==> src/rtl/multicycle_rca_pkg.sv <==
// multicycle_rca_pkg: shared FSM state type for the multicycle ripple-carry adder
package multicycle_rca_pkg;
  typedef enum logic [1:0] {IDLE, RUN, DONE} state_t;
endpackage

==> src/rtl/multicycle_rca_chunk_adder.sv <==
// chunk_adder: combinational W-bit ripple adder exposing carry-out and carry into the top bit
module chunk_adder #(
  parameter int W = 4
) (
  input  logic [W-1:0] a,
  input  logic [W-1:0] b,
  input  logic         cin,
  output logic [W-1:0] s,
  output logic         cout,
  output logic         c_msb
);
  logic [W:0] c;
  assign c[0] = cin;
  for (genvar g = 0; g < W; g++) begin : g_fa
    assign s[g]   = a[g] ^ b[g] ^ c[g];
    assign c[g+1] = (a[g] & b[g]) | (c[g] & (a[g] ^ b[g]));
  end
  assign cout  = c[W];
  assign c_msb = c[W-1];
endmodule

==> src/rtl/multicycle_rca.sv <==
// multicycle_rca: add/sub that ripples CHUNK bits per cycle through one shared chunk adder
module multicycle_rca
  import multicycle_rca_pkg::*;
#(
  parameter int WIDTH = 16,
  parameter int CHUNK = 4
) (
  input  logic             clk,
  input  logic             rst,
  input  logic             in_valid,
  output logic             in_ready,
  input  logic [WIDTH-1:0] a,
  input  logic [WIDTH-1:0] b,
  input  logic             cin,
  input  logic             sub,
  output logic             out_valid,
  input  logic             out_ready,
  output logic [WIDTH-1:0] sum,
  output logic             cout,
  output logic             ovf
);
  localparam int NUM_CHUNKS = WIDTH / CHUNK;
  localparam int IDX_W = NUM_CHUNKS > 1 ? $clog2(NUM_CHUNKS) : 1;
  state_t state_q, state_d;
  logic [WIDTH-1:0] a_q, a_d, b_q, b_d, sum_q, sum_d;
  logic carry_q, carry_d, cout_q, cout_d, ovf_q, ovf_d;
  logic [IDX_W-1:0] idx_q, idx_d;
  logic [CHUNK-1:0] ca, cb, cs;
  logic cc, cm, last;
  assign ca = a_q[int'(idx_q)*CHUNK +: CHUNK];
  assign cb = b_q[int'(idx_q)*CHUNK +: CHUNK];
  assign last = idx_q == IDX_W'(NUM_CHUNKS - 1);
  chunk_adder #(.W(CHUNK)) u_add (
    .a    (ca),
    .b    (cb),
    .cin  (carry_q),
    .s    (cs),
    .cout (cc),
    .c_msb(cm)
  );
  always_comb begin
    state_d = state_q;
    a_d     = a_q;
    b_d     = b_q;
    sum_d   = sum_q;
    carry_d = carry_q;
    cout_d  = cout_q;
    ovf_d   = ovf_q;
    idx_d   = idx_q;
    if (state_q == IDLE && in_valid) begin
      a_d     = a;
      b_d     = sub ? ~b : b;
      carry_d = cin ^ sub;
      idx_d   = '0;
      sum_d   = '0;
      state_d = RUN;
    end else if (state_q == RUN) begin
      sum_d[int'(idx_q)*CHUNK +: CHUNK] = cs;
      carry_d = cc;
      idx_d   = last ? '0 : idx_q + 1'b1;
      state_d = last ? DONE : RUN;
      cout_d  = last ? cc : cout_q;
      ovf_d   = last ? cm ^ cc : ovf_q;
    end else if (state_q == DONE && out_ready) begin
      state_d = IDLE;
    end
  end
  always_ff @(posedge clk) begin
    if (rst) begin
      state_q <= IDLE;
      a_q     <= '0;
      b_q     <= '0;
      sum_q   <= '0;
      carry_q <= 1'b0;
      cout_q  <= 1'b0;
      ovf_q   <= 1'b0;
      idx_q   <= '0;
    end else begin
      state_q <= state_d;
      a_q     <= a_d;
      b_q     <= b_d;
      sum_q   <= sum_d;
      carry_q <= carry_d;
      cout_q  <= cout_d;
      ovf_q   <= ovf_d;
      idx_q   <= idx_d;
    end
  end
  assign in_ready  = state_q == IDLE;
  assign out_valid = state_q == DONE;
  assign sum       = sum_q;
  assign cout      = cout_q;
  assign ovf       = ovf_q;
endmodule

==> config.mk <==
export PLATFORM = sky130hd
export DESIGN_NAME = multicycle_rca
export DESIGN_NICKNAME = d
export VERILOG_FILES = /design/src/rtl/multicycle_rca_pkg.sv /design/src/rtl/multicycle_rca_chunk_adder.sv /design/src/rtl/multicycle_rca.sv
export SDC_FILE = /design/constraint.sdc
export NUM_CORES = 1
export LEC_CHECK = 0
export ABC_AREA = 1
export CAP_MARGIN = 25
export CORE_ASPECT_RATIO = 1.2
export CORE_MARGIN = 8
export CORE_UTILIZATION = 51
export DETAILED_ROUTE_END_ITERATION = 7
export MAX_ROUTING_LAYER = met4
export PLACE_DENSITY = 0.89
export SLEW_MARGIN = 20
export SYNTH_ARGS = -nofsm -noshare
export SYNTH_HDL_FRONTEND = slang
export SYNTH_SLANG_ARGS = --single-unit
==> constraint.sdc <==
create_clock -name clk -period 3.4 [get_ports clk]
set_input_delay 0.34 -clock clk [delete_from_list [all_inputs] [get_ports clk]]
set_output_delay 0.34 -clock clk [all_outputs]
set_load 0.01 [all_outputs]
# ---- Word level (Yosys, flattened, before mapping)
# Cells that the tools add are included.
dict set report classes {
  n_mul 0
  muxes 9
  reduce_logical 8
  n_div 0
  n_eq_ne 3
  n_bitwise 24
  shifts 4
  magnitude_cmp 0
  add_sub_neg 2
}
# operator count
set ops {}
lappend ops {{negator 4 -> 33 bit} 1}
lappend ops {{variable shift 4 x 33 -> 16 bit (first input constant)} 1}
lappend ops {{variable part select 4 x 33 -> 16 bit} 1}
lappend ops {{variable part select 16 x 5 -> 4 bit} 2}
lappend ops {{bitwise mux 16 bit} 1}
lappend ops {{2-to-1 mux 16 bit} 1}
lappend ops {{inverter 16 bit} 1}
lappend ops {{bitwise XOR 1 bit} 10}
lappend ops {{AND 1 bit} 8}
lappend ops {{2-to-1 mux 2 bit} 4}
lappend ops {{== test 2 bit (second input constant)} 2}
lappend ops {{bitwise OR 1 bit} 4}
lappend ops {{nonzero test 2 bit} 2}
lappend ops {{2-to-1 mux 1 bit} 3}
lappend ops {{AND reduction 3 bit} 1}
lappend ops {{nonzero test 3 bit} 1}
lappend ops {{adder 2 x 1 -> 2 bit (second input constant)} 1}
lappend ops {{== test 2 x 1 -> 1 bit (second input constant)} 1}
lappend ops {{logical AND 1 bit} 2}
lappend ops {{zero test 2 bit} 1}
lappend ops {{OR reduction 2 bit} 1}
lappend ops {{inverter 1 bit} 1}
dict set report word_totals {
  word_cells 59
  ram_bits 0
  inputBits 38
  latch_bits 0
  n_memories 0
  out_inout_bits 20
  ff_bits 55
  rom_bits 0
}

# ---- Longest topological paths before layout
dict set report depth {
  ltp_word 12
  depth_mapped 18
  ltp_nobuf 17
}

# ---- Cells and area by module
# A second synthesis with hierarchy kept.
dict set report unflattened {
  hier_cells 347
  area_unflattened_um2 2632.5
}
# mod seq_area_each_um2 cells_per_inst n_inst area_each_um2
set by_module_without_submodules {}
lappend by_module_without_submodules {multicycle_rca 1101.1 335 1 2522.4}
lappend by_module_without_submodules {chunk_adder 0.0 12 1 110.1}

# ---- Least setup slack after synthesis
# No wires, ideal clock.
dict set report synth_path {
  path_type {flip-flop to flip-flop}
  from {register idx_q[0]}
  to {register sum_q[7] (netlist: sum[7])}
  stages_incl_launch_ff 19
  n_path_buf 1
  arrival_time_ns 2.830
  period_less_slack_ns 2.893
  path_slack_ns 0.507
  t_required_ns 3.336
  setup_time_ns 0.064
  cell_sequence {dfxtp_1 clkinv_1 buf_2 nor2_1 nor2_1 a21oi_1 fa_1 inv_1 fa_1 inv_1 fa_1 inv_1 fa_1 nand2_1 nor2_1 nand2_1 nand2_1 inv_1 nor2_1}
}
dict set report synth_via {
  elab_chain_cells 11
  word_cells_on_any_way 23
  cone_classes {add/sub (1); shift (4); mux (1); bitwise (17)}
}
# element line
set synth_lines {}
lappend synth_lines {{start, declared} multicycle_rca.sv:27} ;# logic [IDX_W-1:0] idx_q, idx_d;
lappend synth_lines {{start signal, assigned} multicycle_rca.sv:86} ;# idx_q <= idx_d;
lappend synth_lines {{variable part select 16 x 5 -> 4 bit, on equally long branches} {multicycle_rca.sv:30, multicycle_rca.sv:31}}
lappend synth_lines {{bitwise XOR 1 bit} {multicycle_rca_chunk_adder.sv:15, multicycle_rca_chunk_adder.sv:16}}
lappend synth_lines {{AND 1 bit} multicycle_rca_chunk_adder.sv:16} ;# assign c[g+1] = (a[g] & b[g]) | (c[g] & (a[g] ^ b[g]));
lappend synth_lines {{bitwise OR 1 bit} multicycle_rca_chunk_adder.sv:16}
lappend synth_lines {{AND 1 bit} multicycle_rca_chunk_adder.sv:16}
lappend synth_lines {{bitwise OR 1 bit} multicycle_rca_chunk_adder.sv:16}
lappend synth_lines {{AND 1 bit} multicycle_rca_chunk_adder.sv:16}
lappend synth_lines {{bitwise OR 1 bit} multicycle_rca_chunk_adder.sv:16}
lappend synth_lines {{bitwise XOR 1 bit} multicycle_rca_chunk_adder.sv:15} ;# assign s[g] = a[g] ^ b[g] ^ c[g];
lappend synth_lines {{variable part select 4 x 33 -> 16 bit} multicycle_rca.sv:58} ;# sum_d[int'(idx_q)*CHUNK +: CHUNK] = cs;
lappend synth_lines {{bitwise mux 16 bit (*)} multicycle_rca.sv:58}
lappend synth_lines {{end signal, assigned} multicycle_rca.sv:82} ;# sum_q <= sum_d;
lappend synth_lines {{end, declared} multicycle_rca.sv:25} ;# logic [WIDTH-1:0] a_q, a_d, b_q, b_d, sum_q, sum_d;
# Mark *: on every way between the ends. The rest lies on a longest branch, timed or not.
# A chain may end at the register's enable or synchronous reset.

# ---- Worst setup path after layout
# Ends and elaborated chain as after synthesis.

==> flow_summary.toml <==
[run_status]
status = "completed"

[floorplan]
dieArea_mm2 = 0.00792
core_mm2 = 0.00523
die_x_um = 82.6
die_h_um = 95.9
rows = 29
ios = 58
start_util = 0.520

[global_routing]
grtUsageTotal = 0.168
gr-total-overflow = 0
grt_first_pass_wirelength_um = 10300
grt_max_degree = 31
grt_pass1_vias = 2334
use_met3 = 0.0318
use_met1 = 0.202
antenna_found_initial = 0
top_usage_layer = "met2"
use_met2 = 0.267

[cts]
cts-htree-levels = 2
post-cts-setup-buffers = 0
cts_tree = "built"
cts_buffers = 5
cts_buffer_depth = 2
cts_resized = 0
clk_latency_ns = 0.32
clk_pin_slew_ns = 0.11
root_buffer = "clkbuf_8"
clkSinkCount = 55
cts_hold_buf = 0

[placement]
portBuffers = 57
dp_slack_ns = 0.477
place_hpwl_um = 4920
gp_congestion = 0.986

[sta]
layout_setup_ws_ns = 0.361
rsz0062_at_grt = "no"
maxSlewViolCount = 0
layout_min_cycle_time_ns = 3.04
finalHoldViolations = 0
finalCritPeriodShare = 0.894
fin_setup_tns_ns = 0
fin_skew_ns = 0.0157
finalSetupViolCount = 0
timing.hold.ws_ns = 0.466
slew_headroom = 0.389
worstMarginPinSlew_ns = 0.914
max_freq_mhz = 329

[synthesis]
netlist_area_mm2 = 0.00272
synth_fp_nets = 448
synth_area_per_cell_um2 = 6.79
synthCells = 400
ys_types = 20
synth_warnings = 0
synth-seq-cells = 55
ys_seq_area_frac = 0.406

[power_and_ir_drop]
ir_drop_mv = 0.209
powerDensity_mw_per_mm2 = 394
power.leakage_uw = 0.00149
finalPower_uw = 1340

[cells_and_area]
n_antenna_cell = 0
layout_common_cells = "96 x nand2_1, 88 x nor2_1, 57 x clkdlybuf4s50_1"
final_nets = 501
nFillCells = 481
regArea_mm2 = 0.00110
syn_to_final_growth_pct = 25.5
final_common_cell = "nand2_1"
layout-drive-gt1-share = 0.0419
multi_input_area_mm2 = 0.00138
fin_util = 0.652

[routing]
drt_iter0_markers = 249
viasPerCell = 4.95
wl_um = 6370
firstDrtPassIters = 4
ant_nets = 0
vias = 2552
drc = 0
wl_per_cell_um = 12.4

[setup_path]
arrival_ns = 3.26
cp_cell_sequence = "buf_4, o21ai_0, nor2_1, a21oi_1, fa_1, inv_1, fa_1, inv_1, fa_1, inv_1, fa_1, nand2_1, nor2_1, nand2_1, nand2_1, inv_1, nor2_1"
slowest_stage = "fa_1"
critPathKind = "reg2reg"
start_kind = "register"
cp_max_fo = 27
end_kind = "register"
slowest_delay_ns = 0.43
required_ns = 3.62

[hold_path]
hp-class = "reg2reg"

[flow_run]
drv_cap = 0
-- cell usage after synthesis --
library cell | n | area share
a21oi_1 | 22 | 0.041
buf_2 | 8 | 0.015
buf_4 | 2 | 0.0055
clkbuf_1 | 5 | 0.0069
clkinv_1 | 2 | 0.0028
dfxtp_1 | 55 | 0.41
fa_1 | 4 | 0.029
ha_1 | 6 | 0.028
inv_1 | 38 | 0.053
inv_2 | 3 | 0.0041
nand2_1 | 96 | 0.13
nand2_2 | 3 | 0.0069
nand3_1 | 4 | 0.0074
nor2_1 | 88 | 0.12
nor2_2 | 1 | 0.0023
nor3_1 | 2 | 0.0037
o21ai_0 | 43 | 0.079
o22ai_1 | 2 | 0.0046
xnor2_1 | 8 | 0.026
xor2_1 | 8 | 0.026
-- logic make-up (layout without fill, tap and decap cells) --
group                      Yosys count  after routing  share of synthesized area
and+or+nand+nor                    194            194                      0.275
DFF                                 55             55                      0.406
buffers and inverters               58            112                     0.0866
xor gates and xnor gates            16             16                     0.0516
AOI/OAI and AO/OA                   67             67                      0.124
adders and majority gates           10             10                     0.0571
-- report_power, final --
part	internal, uW	switching [uW]
Sequential	685	22.8
Combinational	123	153
Clock	144	215
-- sequential cells by signal (all words and copies together) (netlist names) --
signal   cells
a_q         16
carry_q      1
idx_q        2
ovf          1
b_q         16
state_q      2
sum         16
cout         1
-- routing by layer --
layer,vias up,part of all wire
met3,12,0.056
li1,1328,-
met1,1124,0.44
met4,0,0.022
met2,88,0.48
met5,-,0
-- area by class of cell --
class	instances	area share
Clock inverter	3	0.00587
Timing Repair Buffer	61	0.176
Inverter	43	0.0474
Tap cell	62	0.0228
Sequential cell	55	0.323
Multi-Input combinational cell	287	0.405
Clock buffer	5	0.0202
-- per-stage QoR --
step                area, um^2  std cells
floorplan                 2720        400
global placement          3320        508
detailed placement        3320        508
CTS                       3410        516
global route              3410        516
finish                    3410        516
-- critical path: cells and delay by family, from the launching register on --
kind,cells,cell delay (ns)
adder cells (fa/ha/maj),4,1.36
buffers and inverters,5,0.56
AND/OR/NAND/NOR,6,0.44
flip-flops,1,0.37
AO/OA/AOI/OAI,2,0.22
-- final timing paths --
path                               end     start  slack (ns)  cells past startpoint
worst max-delay path            sum[7]  idx_q[0]        0.36                     17
worst max register to register  sum[7]  idx_q[0]        0.36                     17
worst min register to register  a_q[2]    a_q[2]        0.47                      2
worst min-delay path            a_q[2]    a_q[2]        0.47                      2
Power figures use the tool's default switching activity.
